`config.mk`:
```
export PLATFORM = sky130hd
export DESIGN_NAME = pipe_hazard_ctrl
export DESIGN_NICKNAME = d
export VERILOG_FILES = /design/src/rtl/pipe_hazard_ctrl.sv
export SDC_FILE = /design/constraint.sdc
export NUM_CORES = 1
export LEC_CHECK = 0
export BUFFER_PORTS_ARGS = -buffer_cell sky130_fd_sc_hd__buf_2
export CORE_UTILIZATION = 30
export CTS_BUF_LIST = sky130_fd_sc_hd__clkbuf_4 sky130_fd_sc_hd__clkbuf_8
export DETAILED_ROUTE_END_ITERATION = 6
export GPL_ROUTABILITY_DRIVEN = 0
export PLACE_DENSITY = 0.68
export SLEW_MARGIN = 15
export SYNTH_ARGS = -nofsm -noshare
export SYNTH_HDL_FRONTEND = slang
export SYNTH_SLANG_ARGS = --single-unit
```
`constraint.sdc`:
```
create_clock -name clk -period 2.3 [get_ports clk]
set_clock_uncertainty 0.1 [all_clocks]
set_input_delay 0.115 -clock clk [delete_from_list [all_inputs] [get_ports clk]]
set_output_delay 0.115 -clock clk [all_outputs]
set_load 0.01 [all_outputs]
```
`src/rtl/pipe_hazard_ctrl.sv`:
```
// pipe_hazard_ctrl: central stall/flush/forwarding controller for the 5-stage pipeline. Ports: ID/EX/MEM/WB hazard info and cache misses in; register enables, IF/ID flush, ID/EX bubble, forwarding selects, registered hlt and FSM state out.
module pipe_hazard_ctrl #(
  parameter int RA_W         = 4,
  parameter int BR_STALL_CYC = 1,
  parameter int DRAIN_CYC    = 3,
  parameter int FWD_M2M      = 1
) (
  input  logic            clk,
  input  logic            rst_n,
  input  logic [RA_W-1:0] id_rs,
  input  logic [RA_W-1:0] id_rt,
  input  logic            id_uses_rs,
  input  logic            id_uses_rt,
  input  logic            id_mem_write,
  input  logic            id_is_cond_branch,
  input  logic            id_is_halt,
  input  logic            branch_taken,
  input  logic [RA_W-1:0] ex_rs,
  input  logic [RA_W-1:0] ex_rt,
  input  logic            ex_mem_read,
  input  logic            mem_reg_write,
  input  logic [RA_W-1:0] mem_dst,
  input  logic            mem_mem_write,
  input  logic [RA_W-1:0] mem_rt,
  input  logic            wb_reg_write,
  input  logic [RA_W-1:0] wb_dst,
  input  logic            icache_miss,
  input  logic            dcache_miss,
  output logic            pc_wen,
  output logic            ifid_wen,
  output logic            idex_wen,
  output logic            exmem_wen,
  output logic            memwb_wen,
  output logic            ifid_flush,
  output logic            idex_bubble,
  output logic [1:0]      fwd_a,
  output logic [1:0]      fwd_b,
  output logic            fwd_mem_data,
  output logic            hlt,
  output logic [1:0]      state
);
  typedef enum logic [1:0] {RUN = 2'b00, BR_WAIT = 2'b01, DRAIN = 2'b10, HALTED = 2'b11} state_t;
  localparam logic       BR0     = (BR_STALL_CYC == 0);
  localparam logic       M2M     = (FWD_M2M != 0);
  localparam logic [3:0] BR_INIT = BR0 ? 4'd0 : 4'(BR_STALL_CYC - 1);
  localparam logic [3:0] DR_INIT = 4'(DRAIN_CYC - 1);
  state_t     st, st_nx;
  logic [3:0] cnt, cnt_nx;
  logic       rflag, rflag_nx, hlt_nx;
  logic       load_use, detect, resolve, id_stall, halt_go;
  assign state = st;
  assign fwd_a = (mem_reg_write && mem_dst == ex_rs && ex_rs != '0) ? 2'b10 :
                 (wb_reg_write && wb_dst == ex_rs && ex_rs != '0) ? 2'b01 : 2'b00;
  assign fwd_b = (mem_reg_write && mem_dst == ex_rt && ex_rt != '0) ? 2'b10 :
                 (wb_reg_write && wb_dst == ex_rt && ex_rt != '0) ? 2'b01 : 2'b00;
  assign fwd_mem_data = M2M & mem_mem_write & wb_reg_write & (wb_dst == mem_rt) & (wb_dst != '0);
  // a store whose data comes from a load can take it from WB later, so only the address side stalls
  assign load_use = ex_mem_read & (ex_rt != '0) &
                    ((id_uses_rs & (ex_rt == id_rs)) | (id_uses_rt & (ex_rt == id_rt) & ~(id_mem_write & M2M)));
  // rflag marks the resolve cycle after BR_WAIT so the same branch is not detected twice
  assign detect   = (st == RUN) & ~rflag & id_is_cond_branch & ~load_use;
  assign resolve  = (st == RUN) & (rflag | (BR0 & detect));
  assign id_stall = load_use | (st == BR_WAIT) | (st == DRAIN) | (detect & ~BR0);
  assign halt_go  = (st == RUN) & id_is_halt & ~id_stall;
  always_comb begin
    pc_wen      = 1'b1;
    ifid_wen    = 1'b1;
    idex_wen    = 1'b1;
    exmem_wen   = 1'b1;
    memwb_wen   = 1'b1;
    ifid_flush  = 1'b0;
    idex_bubble = 1'b0;
    if (dcache_miss) begin
      {pc_wen, ifid_wen, idex_wen, exmem_wen, memwb_wen} = '0;
    end else if (st == HALTED || id_stall) begin
      pc_wen      = 1'b0;
      ifid_wen    = 1'b0;
      idex_bubble = 1'b1;
    end else if (icache_miss) begin
      pc_wen     = 1'b0;
      ifid_flush = 1'b1;
    end else if (resolve && branch_taken) begin
      ifid_flush = 1'b1;
    end else if (halt_go) begin
      pc_wen = 1'b0;
    end
  end
  always_comb begin
    st_nx    = st;
    cnt_nx   = cnt;
    rflag_nx = rflag;
    hlt_nx   = hlt;
    if (!dcache_miss) begin
      rflag_nx = 1'b0;
      case (st)
        RUN:
          if (detect && !BR0) begin
            st_nx  = BR_WAIT;
            cnt_nx = BR_INIT;
          end else if (halt_go) begin
            st_nx  = DRAIN;
            cnt_nx = DR_INIT;
          end
        BR_WAIT:
          if (cnt != 4'd0) cnt_nx = cnt - 4'd1;
          else begin
            st_nx    = RUN;
            rflag_nx = 1'b1;
          end
        DRAIN:
          if (cnt != 4'd0) cnt_nx = cnt - 4'd1;
          else begin
            st_nx  = HALTED;
            hlt_nx = 1'b1;
          end
        default: ;
      endcase
    end
  end
  always_ff @(posedge clk or negedge rst_n) begin
    if (!rst_n) begin
      st    <= RUN;
      cnt   <= 4'd0;
      rflag <= 1'b0;
      hlt   <= 1'b0;
    end else begin
      st    <= st_nx;
      cnt   <= cnt_nx;
      rflag <= rflag_nx;
      hlt   <= hlt_nx;
    end
  end
endmodule

```
* Word-level counts from Yosys, hierarchy flattened
Index checks and enable logic that the tools add are counted.
** Storage, ports and cells
- Input bits :: 42
- Output and inout port bits :: 15
- Register bits after elaboration :: 8
** Operators by class
- Reduce and logical (&&, ||, !) cells :: 21
- Equality and inequality tests :: 14
- Bitwise logic cells :: 24
- Add/sub/neg operators :: 1
- Muxes and demuxes :: 29
** Operator list (number)
- $eq 4x4->1 :: 7
- $mux 1 :: 18
- $reduce_bool 4->1 :: 4
- $and 1x1->1 :: 14
- $mux 2 :: 6
- $mux 4 :: 3
- $logic_and 1x1->1 :: 9
- $pmux 4 s2 :: 1
- $not 1->1 :: 6
- $pmux 2 s3 :: 1
- $reduce_and 5->1 :: 1
- $eq 2x2->1 const B :: 2
- $ne 2x2->1 const B :: 2
- $or 1x1->1 :: 4
- $reduce_and 4->1 :: 1
- $sub 4x1->4 const B :: 1
- $ne 3x3->1 const B :: 1
- $reduce_and 3->1 :: 1
- $reduce_bool 3->1 :: 1
- $eq 2x1->1 const B :: 1
- $logic_not 2->1 :: 1
- $ne 2x1->1 const B :: 1
- $reduce_bool 2->1 :: 1
- $reduce_or 2->1 :: 1
- $logic_or 1x1->1 :: 1

* Longest topological paths before layout
- Word-level depth :: 15
- Depth in mapped cells :: 8
- Gate-level depth less buffers :: 8

* Worst setup path after synthesis
OpenSTA, ideal clock, no wires.
- Kind :: register to register
- Start point :: register st[0] (netlist: state[0])
- End point :: register cnt[3]
- Library setup time :: 0.135 ns
- Required time :: 2.065 ns
- Stages on the path, launching flop included :: 9
- Buffers on the path :: 0
- Arrival time :: 1.776 ns
- Setup slack :: 0.288 ns
- Period minus slack after synthesis :: 2.012 ns
- Cells stage by stage :: dfrtp_1 > inv_1 > ha_1 > nor2_1 > nand2_1 > a31oi_1 > o211ai_1 > a221oi_1 > o22ai_1
** Between the ends
- Longest elaborated chain between the ends :: 9
- Elaborated cells between the ends (all ways) :: 19
- Classes of those cells :: eq/ne: 4; mux: 2; bitwise: 9; reduce/logical: 4
** Ends and longest elaborated chain
- start: declaration :: line 47 : state_t st, st_nx;
- start signal: assignment :: line 127 : st <= st_nx;
- $logic_not 2->1 :: line 61, 64, 95
- $and 1x1->1 (3 in a row) :: line 61 : assign detect = (st == RUN) & ~rflag & id_is_cond_branch & ~load_use;
- $or 1x1->1 :: line 63 : assign id_stall = load_use | (st == BR_WAIT) | (st == DRAIN) | (detect & ~BR0);
- $not 1->1 :: line 64 : assign halt_go = (st == RUN) & id_is_halt & ~id_stall;
- $and 1x1->1 :: line 64
- $ne 3x3->1 (no line)
- $reduce_and 4->1 (no line)
- end signal: assignment :: line 128 : cnt <= cnt_nx;
- end: declaration :: line 48 : logic [3:0] cnt, cnt_nx;
Parallel ways exist; a longest one is shown, timed or not.
A chain may end at the register's enable or synchronous reset.

* Worst setup path after layout
- Start point :: register st[1] (netlist: state[1])
- End point :: output port pc_wen
** Between the ends
- Longest elaborated chain between the ends :: 12
- Elaborated cells between the ends (all ways) :: 21
- Classes of those cells :: eq/ne: 3; mux: 5; bitwise: 10; reduce/logical: 3
** Ends and longest elaborated chain
- $logic_not 2->1 :: line 61, 62, 64
- $and 1x1->1 (3 in a row) :: line 61
- $or 1x1->1 :: line 63
- $not 1->1 :: line 64
- $and 1x1->1 :: line 64
- $mux 1 :: line 84 : end else if (halt_go) begin
- $mux 1 :: line 82 : end else if (resolve && branch_taken) begin
- $mux 1 :: line 79 : end else if (icache_miss) begin
- $mux 1 (*) :: line 75 : end else if (st == HALTED || id_stall) begin
- $mux 1 (*) :: line 73 : if (dcache_miss) begin
- end: declaration :: line 29 : output logic pc_wen,
Every way passes the cells marked *; elsewhere a longest branch is shown, timed or not.

==> impl_metrics.ini <==
[floorplanning]
die_x_um = 60.9
fp.dieArea_mm2 = 0.00371
fp-row-count = 21
die_h_um = 60.9
num_io_pins = 57
start_util_pct = 31.2
core-area_mm2 = 0.00334

[global_route]
grt_overflow = 0
grt_max_degree = 12
grt_pass1_vias = 976
grt_usage_pct = 14.1
grt_pass1_wl_um = 4070
antenna_found_initial = 0

[clock_network]
cts-root-buf = clkbuf_4
cts_max_level = 1
clk_latency_ps = 260
path_clk_slew_ps = 60
cts_buffers = 3
cts_sinks = 8
cts_max_path_buffers = 2
post-cts-setup-buffer-count = 0
cts_tree = yes

[timing]
slew_headroom_pct = 72.8
max_slew.worst_pin.slew_ps = 407
setup_tns_ps = 0
setup_viol = 0
fmax_ghz = 0.463
timing_hold_violations_final = 0
drv_slew = 0
timing.hold.ws_ps = 7.86
rsz0062_at_grt = false
fin_crit_sh_pct = 94.0
final.min_clock_period_ps = 2160

[routing]
vias = 1126
drt_wl_total_um = 2540
vias_per_cell = 4.79
firstDrtPassIters = 4
drc = 0
drt_iter0_markers = 13
wl_per_cell_um = 10.8
drtAntennaViolNets = 0

[logic_synthesis]
synth_common_cells = inv_1 (15), xnor2_1 (14), nor2_1 (10)
yosysTopAreaCell = dfrtp_1
synth_warnings = 0
netlist_area_mm2 = 0.00104
synthFlopType = dfrtp_1
syn_inst = 133
yosysTopAreaCellShare_pct = 19.3
yosys-top-cells-area = dfrtp_1 (19%), xnor2_1 (12%), xor2_1 (6.7%), ha_1 (6.0%), inv_1 (5.4%)
ys_seq_area_share_pct = 19.3
syn-num-nets = 180
async_flop_share_pct = 100
synth_most_common_cell = inv_1
syn_area_per_cell_um2 = 7.82
synth_edf_count = 0
synth_seq_cells = 8
synth_cell_types = 45

[setup_path]
crit_fanout = 4
cp.required_ps = 2090
worstPathCellList = inv_1, ha_1, nor3_2, o21ai_2, or3_4, a311oi_2, buf_2
crit_family = simple AND/OR/NAND/NOR gates
worstSetupPathType = flop to output port
crit_path_end_kind = output port
path_buf_inv = 2
crit_slowest_cell = dfrtp_2
startpoint_type = flop
slowest_delay_ps = 400
worstPathArrival_ps = 1950

[placed_design]
portBuffers = 56
place_hpwl_um = 2130

[power_and_ir_drop]
power_switching_w = 0.000552
power_frac_seq_pct = 21.5
p_leak_nw = 0.672
power.share.clock_pct = 9.5
intPower_w = 0.000664
ir_drop_v = 0.000306
pwr-share-comb_pct = 69.0
cellPowerDensity_mw_per_mm2 = 860
switching_share_pct = 45.4

[run]
drv_cap = 0

[layout]
n_antenna_cell = 0
syn_to_final_growth_pct = 36.0
layout-drive-gt1-share_pct = 40.2
fillers = 361
nets = 238

[outcome]
outcome = finished clean

[worst_hold_path]
min_path_type = input pin to flop
[area by class of cell]
type / count / area [um2] / share of cell area [%]
Multi-Input combinational cell: 102 / 756 / 53.5
Inverter: 15 / 56.3 / 3.98
Sequential cell: 8 / 201 / 14.2
Timing Repair Buffer: 61 / 320 / 22.7
Tap cell: 46 / 57.6 / 4.07
Clock buffer: 3 / 22.5 / 1.59
[worst paths after layout]
path	cells past startpoint	slack, ps	start	to
min reg2reg	1	360	hlt$_DFFE_PN0P_	hlt$_DFFE_PN0P_
max	7	140	state[1]$_DFFE_PN0P_	pc_wen
min	2	8	dcache_miss	rflag$_DFFE_PN0N_
max reg2reg	8	300	state[1]$_DFFE_PN0P_	cnt[2]$_DFFE_PN0P_
min in group asynchronous	2	120	rst_n	rflag$_DFFE_PN0N_
max in group asynchronous	2	1780	rst_n	state[1]$_DFFE_PN0P_
[worst register-to-register path, delay by kind of cell (launching register included)]
kind	cells	cell delay [ps]
flip-flops	1	400
buffers and inverters	1	80
AO/OA/AOI/OAI	4	880
AND/OR/NAND/NOR	2	190
adder cells (fa/ha/maj)	1	220
[power groups by stage]
stage               Combinational [W]  Clock (W)  Sequential [W]
finish                       0.000840   0.000115        0.000261
global route                 0.000963   0.000124        0.000272
CTS                          0.000793   0.000119        0.000256
detailed placement           0.000789          0        0.000258
global placement             0.000799          0        0.000257
floorplan                    0.000558          0        0.000263
[kinds of logic (layout without fill, tap and decap cells)]
kind of cell / after synthesis / after routing / synth area share [%]
adder cells (fa/ha/maj): 5 / 5 / 6.02
buffers and inverters: 23 / 79 / 10.3
XOR/XNOR: 22 / 22 / 18.5
AND/OR/NAND/NOR: 47 / 47 / 26.0
flip-flops: 8 / 8 / 19.3
AO/OA/AOI/OAI: 28 / 28 / 19.9
[layout by cell type (no fill, tap or decap), types with 2 or more instances in the layout]
cell type,instances
nand3_1,4
xnor2_1,14
nor4_1,2
nor4b_1,2
a21oi_1,4
xor2_1,8
nor2_1,10
nor3_1,5
buf_2,56
buf_4,4
o22ai_1,4
a221oi_1,2
nor3b_1,2
nand4_1,3
a31oi_1,2
ha_1,3
inv_1,14
o21ai_2,2
and2_1,2
clkbuf_4,3
o21ai_0,3
nand2_1,8
dfrtp_1,7
[through the flow]
stage                     instance area, um2  utilization (%)  instances  total power [W]  worst slack, ps
after global routing                    1410             42.4        235          0.00136             6.07
after floorplan                         1040                -        133         0.000821              288
after CTS                               1390             41.6        235          0.00117             9.30
after global placement                  1360             40.6        231          0.00106              311
final                                   1410             42.4        235          0.00122              139
after detailed placement                1360             40.6        231          0.00105              246
[registers in the layout, summed over array words and instances, names as in the netlist]
name,flops
hlt,1
rflag,1
state,2
cnt,4
[timing repair]
action / 4_1_cts / 5_1_grt
hold buffers: 1 / 0
resized for setup: 0 / 8
setup endpoints to repair: 0 / 3
hold endpoints to repair: 8 / 0
[metal layers]
| layer | global-route usage, % | part of all wire (%) |
|---|---|---|
| met1 | 19.6 | 47 |
| met2 | 23.1 | 47 |
| met3 | 1.07 | 4.9 |
| met4 | 4.87 | 1.3 |
| met5 | 0 | 0 |
Power figures use the tool's default switching activity.
